## config.mk

```make
export PLATFORM = sky130hd
export DESIGN_NAME = dmem_arbiter
export DESIGN_NICKNAME = d
export VERILOG_FILES = /design/src/rtl/riscv_pkg.sv /design/src/rtl/dmem_lane_align.sv /design/src/rtl/dmem_arbiter.sv
export SDC_FILE = /design/constraint.sdc
export NUM_CORES = 1
export LEC_CHECK = 0
export ABC_CLOCK_PERIOD_IN_PS = 5100
export CAP_MARGIN = 20
export CORE_AREA = 2 2 118 120
export CTS_CLUSTER_DIAMETER = 40
export CTS_CLUSTER_SIZE = 20
export DETAILED_ROUTE_END_ITERATION = 8
export DIE_AREA = 0 0 120 122
export GPL_ROUTABILITY_DRIVEN = 0
export GPL_TIMING_DRIVEN = 0
export PLACE_DENSITY = 0.8
export SYNTH_ARGS = -nofsm -noshare
export SYNTH_HDL_FRONTEND = slang
export SYNTH_SLANG_ARGS = --single-unit
```

## constraint.sdc

```tcl
create_clock -name clk_i -period 5.1 [get_ports clk_i]
set_clock_uncertainty 0.05 [all_clocks]
set_input_delay 0.765 -clock clk_i [delete_from_list [all_inputs] [get_ports clk_i]]
set_output_delay 0.765 -clock clk_i [all_outputs]
set_load 0.02 [all_outputs]
```

## src/rtl/riscv_pkg.sv

```systemverilog
// Shared types for the data-memory path: access sizes, port ids, request slot, arbiter states.
// No logic; widths follow RV_XLEN.
// Imported by the arbiter and its lane-alignment helper.
package riscv_pkg;

    localparam int RV_XLEN = 32;

    typedef enum logic [1:0] {
        MEM_B = 2'b00,
        MEM_H = 2'b01,
        MEM_W = 2'b10
    } mem_size_e;

    typedef enum logic {
        PORT_CPU = 1'b0,
        PORT_DBG = 1'b1
    } mem_port_e;

    typedef struct packed {
        logic               we;
        mem_size_e          size;
        logic [RV_XLEN-1:0] addr;
        logic [RV_XLEN-1:0] wdata;
    } mem_req_t;

    typedef enum logic [1:0] {
        IDLE = 2'b00,
        WAIT = 2'b01,
        RESP = 2'b10
    } arb_state_e;

endpackage

```

## src/rtl/dmem_lane_align.sv

```systemverilog
// Byte-lane alignment: misalignment check, byte enables, store replication, load shift/mask.
// Latency: purely combinational.
// Backpressure: none; the caller decides when the outputs are meaningful.
module dmem_lane_align
    import riscv_pkg::*;
#(
    parameter int XLEN = RV_XLEN
) (
    input  mem_size_e       size,
    input  logic [1:0]      offs,
    input  logic [XLEN-1:0] wdata,
    input  logic [XLEN-1:0] rword,
    output logic            err,
    output logic [3:0]      be,
    output logic [XLEN-1:0] wdata_rep,
    output logic [XLEN-1:0] rdata
);

    logic [XLEN-1:0] shifted;

    assign shifted = rword >> {offs, 3'b000};

    always_comb begin
        err       = 1'b0;
        be        = 4'b0000;
        wdata_rep = wdata;
        rdata     = '0;
        case (size)
            MEM_B: begin
                be        = 4'b0001 << offs;
                wdata_rep = XLEN'({4{wdata[7:0]}});
                rdata     = XLEN'(shifted[7:0]);
            end
            MEM_H: begin
                err       = offs[0];
                be        = offs[0] ? 4'b0000 : (4'b0011 << {offs[1], 1'b0});
                wdata_rep = XLEN'({2{wdata[15:0]}});
                rdata     = XLEN'(shifted[15:0]);
            end
            MEM_W: begin
                err   = |offs;
                be    = (|offs) ? 4'b0000 : 4'b1111;
                rdata = rword;
            end
            default: err = 1'b1;
        endcase
    end

endmodule

```

## src/rtl/dmem_arbiter.sv

```systemverilog
// Round-robin arbiter sharing the single-port data memory between the CPU and debug ports.
// Latency: grant to rvalid is MEM_LAT+1 cycles (1 cycle for misaligned/illegal accesses).
// Backpressure: requests are held until gnt; grants are only issued while IDLE.
module dmem_arbiter
    import riscv_pkg::*;
#(
    parameter int XLEN    = RV_XLEN,
    parameter int MEM_LAT = 1
) (
    input  logic              clk_i,
    input  logic              rst_i,
    input  logic              cpu_req_i,
    input  logic              cpu_we_i,
    input  logic [1:0]        cpu_size_i,
    input  logic [XLEN-1:0]   cpu_addr_i,
    input  logic [XLEN-1:0]   cpu_wdata_i,
    output logic              cpu_gnt_o,
    output logic              cpu_rvalid_o,
    output logic [XLEN-1:0]   cpu_rdata_o,
    output logic              cpu_err_o,
    input  logic              dbg_req_i,
    input  logic              dbg_we_i,
    input  logic [1:0]        dbg_size_i,
    input  logic [XLEN-1:0]   dbg_addr_i,
    input  logic [XLEN-1:0]   dbg_wdata_i,
    output logic              dbg_gnt_o,
    output logic              dbg_rvalid_o,
    output logic [XLEN-1:0]   dbg_rdata_o,
    output logic              dbg_err_o,
    output logic              mem_req_o,
    output logic              mem_we_o,
    output logic [3:0]        mem_be_o,
    output logic [XLEN-3:0]   mem_addr_o,
    output logic [XLEN-1:0]   mem_wdata_o,
    input  logic [XLEN-1:0]   mem_rdata_i
);

    arb_state_e      state_q, state_d;
    logic [1:0]      cnt_q, cnt_d;
    mem_port_e       last_q, last_d, owner_q, owner_d, win;
    mem_req_t        slot_q, slot_d, win_req, al_req;
    logic            err_q, err_d, grant;
    logic            al_err;
    logic [3:0]      al_be;
    logic [XLEN-1:0] al_wdata, al_rdata, resp_rdata;
    logic            slot_addr_unused;

    // Tie goes to the port that did not win last time.
    always_comb begin
        win = PORT_CPU;
        if (cpu_req_i && dbg_req_i) win = (last_q == PORT_DBG) ? PORT_CPU : PORT_DBG;
        else if (dbg_req_i)         win = PORT_DBG;
    end

    always_comb begin
        if (win == PORT_CPU)
            win_req = '{we: cpu_we_i, size: mem_size_e'(cpu_size_i), addr: cpu_addr_i, wdata: cpu_wdata_i};
        else
            win_req = '{we: dbg_we_i, size: mem_size_e'(dbg_size_i), addr: dbg_addr_i, wdata: dbg_wdata_i};
    end

    assign grant  = (state_q == IDLE) && !rst_i && (cpu_req_i || dbg_req_i);
    // One aligner serves the grant cycle (live winner) and the response cycle (registered slot).
    assign al_req = (state_q == IDLE) ? win_req : slot_q;

    dmem_lane_align #(.XLEN(XLEN)) u_align (
        .size      (al_req.size),
        .offs      (al_req.addr[1:0]),
        .wdata     (al_req.wdata),
        .rword     (slot_q.wdata),
        .err       (al_err),
        .be        (al_be),
        .wdata_rep (al_wdata),
        .rdata     (al_rdata)
    );

    assign resp_rdata       = (slot_q.we || err_q) ? '0 : al_rdata;
    assign slot_addr_unused = ^slot_q.addr[XLEN-1:2];

    always_comb begin
        state_d      = state_q;
        cnt_d        = cnt_q;
        last_d       = last_q;
        owner_d      = owner_q;
        slot_d       = slot_q;
        err_d        = err_q;
        cpu_gnt_o    = 1'b0;
        dbg_gnt_o    = 1'b0;
        cpu_rvalid_o = 1'b0;
        dbg_rvalid_o = 1'b0;
        cpu_rdata_o  = '0;
        dbg_rdata_o  = '0;
        cpu_err_o    = 1'b0;
        dbg_err_o    = 1'b0;
        mem_req_o    = 1'b0;
        mem_we_o     = 1'b0;
        mem_be_o     = 4'b0000;
        mem_addr_o   = '0;
        mem_wdata_o  = '0;
        case (state_q)
            IDLE: begin
                if (grant) begin
                    cpu_gnt_o = (win == PORT_CPU);
                    dbg_gnt_o = (win == PORT_DBG);
                    slot_d    = win_req;
                    owner_d   = win;
                    last_d    = win;
                    err_d     = al_err;
                    if (al_err) begin
                        state_d = RESP;
                    end else begin
                        mem_req_o   = 1'b1;
                        mem_we_o    = win_req.we;
                        mem_be_o    = al_be;
                        mem_addr_o  = win_req.addr[XLEN-1:2];
                        mem_wdata_o = al_wdata;
                        cnt_d       = 2'(MEM_LAT - 1);
                        state_d     = WAIT;
                    end
                end
            end
            WAIT: begin
                if (cnt_q == 2'd0) begin
                    slot_d.wdata = mem_rdata_i;
                    state_d      = RESP;
                end else begin
                    cnt_d = 2'(cnt_q - 2'd1);
                end
            end
            RESP: begin
                state_d = IDLE;
                if (!rst_i) begin
                    if (owner_q == PORT_CPU) begin
                        cpu_rvalid_o = 1'b1;
                        cpu_rdata_o  = resp_rdata;
                        cpu_err_o    = err_q;
                    end else begin
                        dbg_rvalid_o = 1'b1;
                        dbg_rdata_o  = resp_rdata;
                        dbg_err_o    = err_q;
                    end
                end
            end
            default: state_d = IDLE;
        endcase
    end

    always_ff @(posedge clk_i) begin
        if (rst_i) begin
            state_q <= IDLE;
            cnt_q   <= 2'd0;
            last_q  <= PORT_DBG;
            owner_q <= PORT_CPU;
            slot_q  <= '0;
            err_q   <= 1'b0;
        end else begin
            state_q <= state_d;
            cnt_q   <= cnt_d;
            last_q  <= last_d;
            owner_q <= owner_d;
            slot_q  <= slot_d;
            err_q   <= err_d;
        end
    end

endmodule

```

==> metrics.md, run 1 <==
| Metric | Value |
|---|---|
| Fmax | `203 MHz` |
| Final min period | `4.92 ns` |
| Post-synth cell types | `50` |
| Via count | `6879` |
| Status | `finished clean` |
| Initial antenna violation count | `0` |
| DRT Pass-1 Iters | `5` |
| Fill cell count | `1237` |
| Pwr Total | `2150 µW` |
| DRT iter0 DRCs | `761` |
| Top post-synthesis cells by area | `dfxtp_1, nor2_1, a21oi_1` |
| Most common cell after layout, fill and taps aside | `clkdlybuf4s50_1` |
| Buf+Inv Stages, Crit Path | `4` |
| RSZ-0062 raised after global routing | `no` |
| Largest net degree at the start of global routing | `14` |
| IO Count | `308` |
| Setup crit start kind | `input pin` |
| Worst VDD drop | `0.153 mV` |
| Clock group share of total power | `0.196` |
| Area delta synth->final | `72.6%` |
| Final hold vios | `0` |
| Sequential power share | `0.218` |
| Number of global-route vias before repair | `6468` |
| Final worst-path cycle share | `0.965` |
| Crit end category | `output pin` |
| Switching power share of the total | `0.445` |
| CP Class | `in -> out` |
| Slowest CP cell | `clkdlybuf4s50_1` |
| Slowest stage delay, CP | `0.71 ns` |
| # H-tree levels | `2` |
| Final ANT Viol Nets | `0` |
| Dpl hpwl | `19100 µm` |
| Routed len/inst | `19.0 µm` |
| Register bit total from synthesis | `44` |
| Die ar. | `14600 µm²` |
| Least-Margin Pin Slew | `0.709 ns` |
| Mapped cell area | `4800 µm²` |
| TritonCTS sink count | `44` |
| Core area | `13500 µm²` |
| Synth Net Count | `927` |
| Clk_lat worst skew | `0.29 ns` |
| Min-delay worst type | `reg -> reg` |
| Fraction of layout cells with a size suffix above 1 | `0.0710` |
| GR Overflow Total | `0` |
| Syn Inst Count | `756` |
| Combinational power share | `0.586` |
| CTS root buffer | `clkbuf_16` |
| Top cell type's share of synthesized area | `0.183` |
| Most frequent cells in the layout | `clkdlybuf4s50_1, nor2_1, nand2_1` |
| CTS Buf Count | `5` |
| Site Rows | `43` |
| Global-route wire length before repair | `36000 µm` |
| Post-synth EDFFs | `0` |
| Reg clk slew, reported paths | `0.06 ns` |
| Leading area contributor after synthesis | `dfxtp_1` |
| Ant diodes | `0` |
| Global Route Usage Sum | `0.313` |
| Sequential element share of the synthesized area | `0.183` |
| Die height | `122 µm` |
| Count of nets after finishing | `1241` |
| Clock Tree Buf Depth | `2` |
| Worst path cell trace | `clkdlybuf4s50_1 > a21bo_2 > buf_6 > mux2i_1 > nor2_1 > o32ai_2 > nand2_1 > buf_2 > a211oi_1 > clkdlybuf4s50_1` |
| CTS Hold Bufs | `0` |
| CP max FO | `10` |
| Die W | `120 µm` |
| Starting Density | `0.356` |
| Worst EP arrival | `4.11 ns` |
| Worst slew margin | `0.525` |
| Pins Over Slew Limit | `0` |
| Setup violators final | `0` |
| IO buf count | `307` |
| Top cell by count, worst path | `clkdlybuf4s50_1` |
| Placed inst area | `8100 µm²` |
| Worst Path Required | `4.28 ns` |
| Psw | `957 µW` |
| Ys async rst share | `0` |
| Fin Setup TNS | `0 ns` |
| Top_reg_cell synth | `dfxtp_1` |
| Post-Route Utilization | `0.614` |
| Synthesized area per cell | `6.35 µm²` |
| Drt total wl | `23700 µm` |
| DRC | `0` |
| Leakage | `0.00308 µW` |
| Synth warn | `0` |
| Internal | `1190 µW` |
| Max Cap Violations | `0` |
| Pwr Density | `259 nW/µm²` |
| Drt via density | `5.50` |
| Critical path's top delay family | `buffers and inverters` |
| CTS tree | `built` |
| Final instance area | `8290 µm²` |
-- power groups by stage --
| stage | Combinational, µW | Clock, µW | Sequential (µW) |
|---|---|---|---|
| after floorplan | 761 | 0 | 433 |
| after global placement | 1220 | 0 | 468 |
| after detailed placement | 1230 | 0 | 469 |
| after CTS | 1240 | 418 | 461 |
| after global routing | 1350 | 429 | 470 |
| final | 1260 | 420 | 468 |
-- area by class of cell --
| type | count | area [µm²] | area share |
|---|---|---|---|
| well taps | 180 | 225 | 0.0272 |
| plain buffers | 66 | 324 | 0.0391 |
| flip-flops and latches | 44 | 881 | 0.106 |
| clock inverters | 2 | 60.1 | 0.00724 |
| multi-input cells | 638 | 3570 | 0.431 |
| repair buffers | 307 | 3070 | 0.371 |
| inverters | 8 | 30.0 | 0.00362 |
| clock buffers | 5 | 125 | 0.0151 |
-- metal layers --
layer  vias up  global-route usage  routed length, µm
met3        52              0.0562               2330
met4         0              0.0772                538
met5         -                   0                  0
met1      3147               0.418               9740
li1       3272                   -                  -
met2       408               0.523              11100
-- final timing paths --
kind / cells after the start / start / slack, ns / endpoint
setup / recovery: 10 / dbg_req_i / 0.18 / mem_wdata_o[29]
setup reg to reg: 10 / state_q[1] / 2.48 / slot_q[21]
hold reg to reg: 2 / cnt_q[0] / 0.43 / cnt_q[0]
hold / removal: 2 / cnt_q[0] / 0.43 / cnt_q[0]
-- cells by family after synthesis --
family | after synthesis | share of synthesized area
compound gates | 241 | 0.323
flops | 44 | 0.183
mux | 49 | 0.105
simple gates | 347 | 0.313
buf+inv | 74 | 0.0735
fa+ha+maj | 1 | 0.00260
-- state kept, by name (all words and copies together) (netlist names) --
name	flops
slot_q	37
cnt_q	2
state_q	2
err_q	1
last_q	1
owner_q	1
-- synthesized netlist by cell type (3+ instances only) --
cell type / instances
nor3_1: 5
inv_1: 8
a31oi_1: 4
nand2b_1: 5
o211ai_1: 4
dfxtp_1: 44
nand2_1: 110
and3_1: 3
nor2_2: 4
mux2i_1: 45
buf_6: 7
clkbuf_1: 42
or3_1: 3
a22oi_1: 5
and2_1: 33
a21oi_2: 20
o21ai_0: 25
o2111ai_1: 8
nor3b_1: 6
nor2_1: 160
o21ai_1: 7
a211oi_1: 45
buf_2: 11
a21oi_1: 96
nand3_1: 5
o22ai_1: 13
or2_2: 9
buf_1: 3
-- through the flow --
stage,hold slack [ns],std cells,worst slack (ns)
global placement,0.417,1243,0.130
finish,0.433,1250,0.179
CTS,0.433,1250,0.0900
detailed placement,0.425,1243,0.116
floorplan,0.406,756,1.59
global route,0.462,1250,0.0632
-- tightest hold or removal path, stage by stage, from the launching register on --
cell and delay (ns):
dfxtp_1 0.32, nand3_1 0.06, a21oi_1 0.06
-- repair_timing --
item	4_1_cts	5_1_grt
setup buffers	0	0
endpoints found under the setup margin	0	14
resized for setup	0	3
Power figures use the tool's default switching activity.
==> run 2: changes to the inputs <==
Settings changed: CTS_CLUSTER_DIAMETER 40 to unset.
==> results of run 2 <==
The final DEF is identical to that of run 1; final timing and power are the same.
==> run 3: changes to the inputs <==
Settings changed: ABC_CLOCK_PERIOD_IN_PS 5100 to 4120, CORE_AREA 2 2 118 120 to unset, CORE_MARGIN set to 2, CORE_UTILIZATION set to 34, DIE_AREA 0 0 120 122 to unset, GPL_TIMING_DRIVEN 0 to 1, PLACE_DENSITY 0.8 to 0.79.
Clock period 5.1 ns to 4.12 ns, I/O delays scaled along.
==> metrics.md, run 3 (synthesized netlist as in run 1, its figures left out) <==
| Metric | Value |
|---|---|
| # H-tree levels | `2 (unchanged)` |
| Status | `finished clean` |
| Global-route wire length before repair | `32700 µm (-9.2%)` |
| Biggest regs | `slot_q: 37 flops, cnt_q: 2 flops, state_q: 2 flops` |
| Core area | `13800 µm² (+2.4%)` |
| CTS Buf Count | `5 (unchanged)` |
| Post-Route Utilization | `0.622 (+0.00774)` |
| Most frequent cells in the layout | `clkdlybuf4s50_1, nor2_1, nand2_1` |
| Least-Margin Pin Slew | `0.671 ns (-0.0389 ns)` |
| Reg clk slew, reported paths | `0.06 ns (about the same)` |
| Max Cap Violations | `0 (unchanged)` |
| Die height | `123 µm (+0.70%)` |
| Global Route Usage Sum | `0.278 (-0.0356)` |
| Setup crit start kind | `input pin` |
| Worst VDD drop | `0.183 mV (+20%)` |
| Drt total wl | `22000 µm (-7.4%)` |
| Clock Tree Buf Depth | `2 (unchanged)` |
| Final min period | `4.07 ns` |
| DR top layer | `met4` |
| Dpl hpwl | `17400 µm (-9.0%)` |
| Worst slew margin | `0.551 (+0.0265)` |
| Setup violators final | `0 (unchanged)` |
| Multi-input logic area | `3630 µm² (+1.4%)` |
| Area delta synth->final | `79.0%` |
| CP max FO | `19 (+9)` |
| Top cell by count, worst path | `clkdlybuf4s50_1` |
| Placed insts | `1236 (-0.56%)` |
| Slowest stage delay, CP | `0.69 ns (-0.02 ns)` |
| Clk_lat worst skew | `0.28 ns (about the same)` |
| DRC | `0 (unchanged)` |
| Pwr Density | `300 nW/µm² (+16%)` |
| Buf+Inv Stages, Crit Path | `3 (-1)` |
| Die W | `123 µm (+2.4%)` |
| Count of nets after finishing | `1234 (-0.56%)` |
| Pwr Total | `2580 µW (+20%)` |
| Final hold vios | `0 (unchanged)` |
| Final instance area | `8600 µm² (+3.7%)` |
| Initial antenna violation count | `0 (unchanged)` |
| IO Count | `308 (unchanged)` |
| Die ar. | `15100 µm² (+3.1%)` |
| Finished Layout Cells | `1243 (-0.56%)` |
| Register Area | `881 µm² (unchanged)` |
| Number of global-route vias before repair | `6005 (-7.2%)` |
| Placed inst area | `8280 µm² (+2.2%)` |
| Site Rows | `43 (unchanged)` |
| TritonCTS sink count | `44 (unchanged)` |
| CTS Hold Bufs | `0 (unchanged)` |
| Min-delay worst type | `reg -> reg` |
| Final worst-path cycle share | `0.988` |
| Ant diodes | `0 (unchanged)` |
| Leakage | `0.00441 µW (+43%)` |
| CTS tree | `built` |
| Pins Over Slew Limit | `0 (unchanged)` |
| Final ANT Viol Nets | `0 (unchanged)` |
| Fraction of layout cells with a size suffix above 1 | `0.117 (+0.0456)` |
| Hold slack | `0.439 ns (+0.00584 ns)` |
| Max reg flops | `37 (unchanged)` |
| Post-CTS setup buffer count | `0 (unchanged)` |
| Fill cell count | `1271 (+2.7%)` |
| Reg2Reg Setup Slack | `1.58 ns (-0.90 ns)` |
| Crit end category | `output pin` |
| M1 WL | `9440 µm (-3.1%)` |
| DRT Pass-1 Iters | `6 (+1)` |
| Critical path's top delay family | `buffers and inverters` |
| Slowest CP cell | `clkdlybuf4s50_1` |
| DRT iter0 DRCs | `549 (-28%)` |
| Drt via density | `5.31 (-3.5%)` |
| GR Overflow Total | `0 (unchanged)` |
| CP Class | `in -> out` |
| Via count | `6602 (-4.0%)` |
| Routed len/inst | `17.7 µm (-6.9%)` |
| DR WL met3 | `1940 µm (-17%)` |
| Fmax | `246 MHz` |
| Largest reg by FF count | `slot_q` |
| Most common cell after layout, fill and taps aside | `clkdlybuf4s50_1` |
| IO buf count | `307 (unchanged)` |
| CTS root buffer | `clkbuf_16` |
| Starting Density | `0.347 (-0.00830)` |
| Metal2 WL | `10100 µm (-9.2%)` |
| Worst Path Required | `3.45 ns (-0.83 ns)` |
| Worst path cell trace | `clkdlybuf4s50_1 > a21bo_4 > mux2_4 > mux2_2 > buf_4 > a211oi_1 > clkdlybuf4s50_1` |
| Largest net degree at the start of global routing | `45 (+31)` |
| Worst EP arrival | `3.40 ns (-0.71 ns)` |
run 3: changes by cell type in the layout (fill, tap and decap cells not counted), moves of 4 or more:
cell             previous run  this run
a21oi_1                    96        91
clkdlybuf4s50_1           307       225
buf_4                       2        55
buf_6                       7         1
a21oi_2                    20        24
clkbuf_1                   42         0
dlymetal6s2s_1              0        62
dlygate4sd2_1               0        19
buf_2                      11         1
run 3: through the flow:
step / setup TNS (ns) / worst slack [ns]
6_report: 0 / 0.0495
5_1_grt: -0.0114 / -0.00714
4_1_cts: 0 / 0.000821
3_5_place_dp: -0.297 / -0.0526
3_3_place_gp: -0.225 / -0.0464
2_1_floorplan: 0 / 0.907
run 3: worst min-delay path, cell delays in order, from the launching register on:
cell and delay, ns:
dfxtp_1 0.32, nand3_1 0.07, a21oi_1 0.06
run 3: power by group:
part / switching [µW] / internal (µW) / leakage [µW]
clock network: 165 / 255 / 0.0000760
logic: 885 / 696 / 0.00397
registers: 98.2 / 483 / 0.000362
total: 1150 / 1430 / 0.00441
run 3: timing repair:
action,CTS,global route
gates resized for setup,21,70
pin swaps,0,1
setup endpoints to repair,31,75
run 3: layout make-up:
cell class,count,share of cell area
Tap cell,180,0.0262
Timing Repair Buffer,366,0.428
Multi-Input combinational cell,638,0.422
Inverter,8,0.00349
Clock buffer,7,0.0178
Sequential cell,44,0.102
run 3: metal layers:
layer / vias to the layer above / track usage
li1: 3248 / -
met1: 2976 / 0.389
met2: 333 / 0.440
met3: 45 / 0.0502
met4: 0 / 0.0668
met5: - / 0
run 3: path summary, 6_finish.rpt:
kind              start           to  depth (start not counted)
max           dbg_req_i  mem_be_o[0]                          7
min            cnt_q[0]     cnt_q[0]                          2
max reg2reg  state_q[0]     cnt_q[1]                         10
min reg2reg    cnt_q[0]     cnt_q[0]                          2
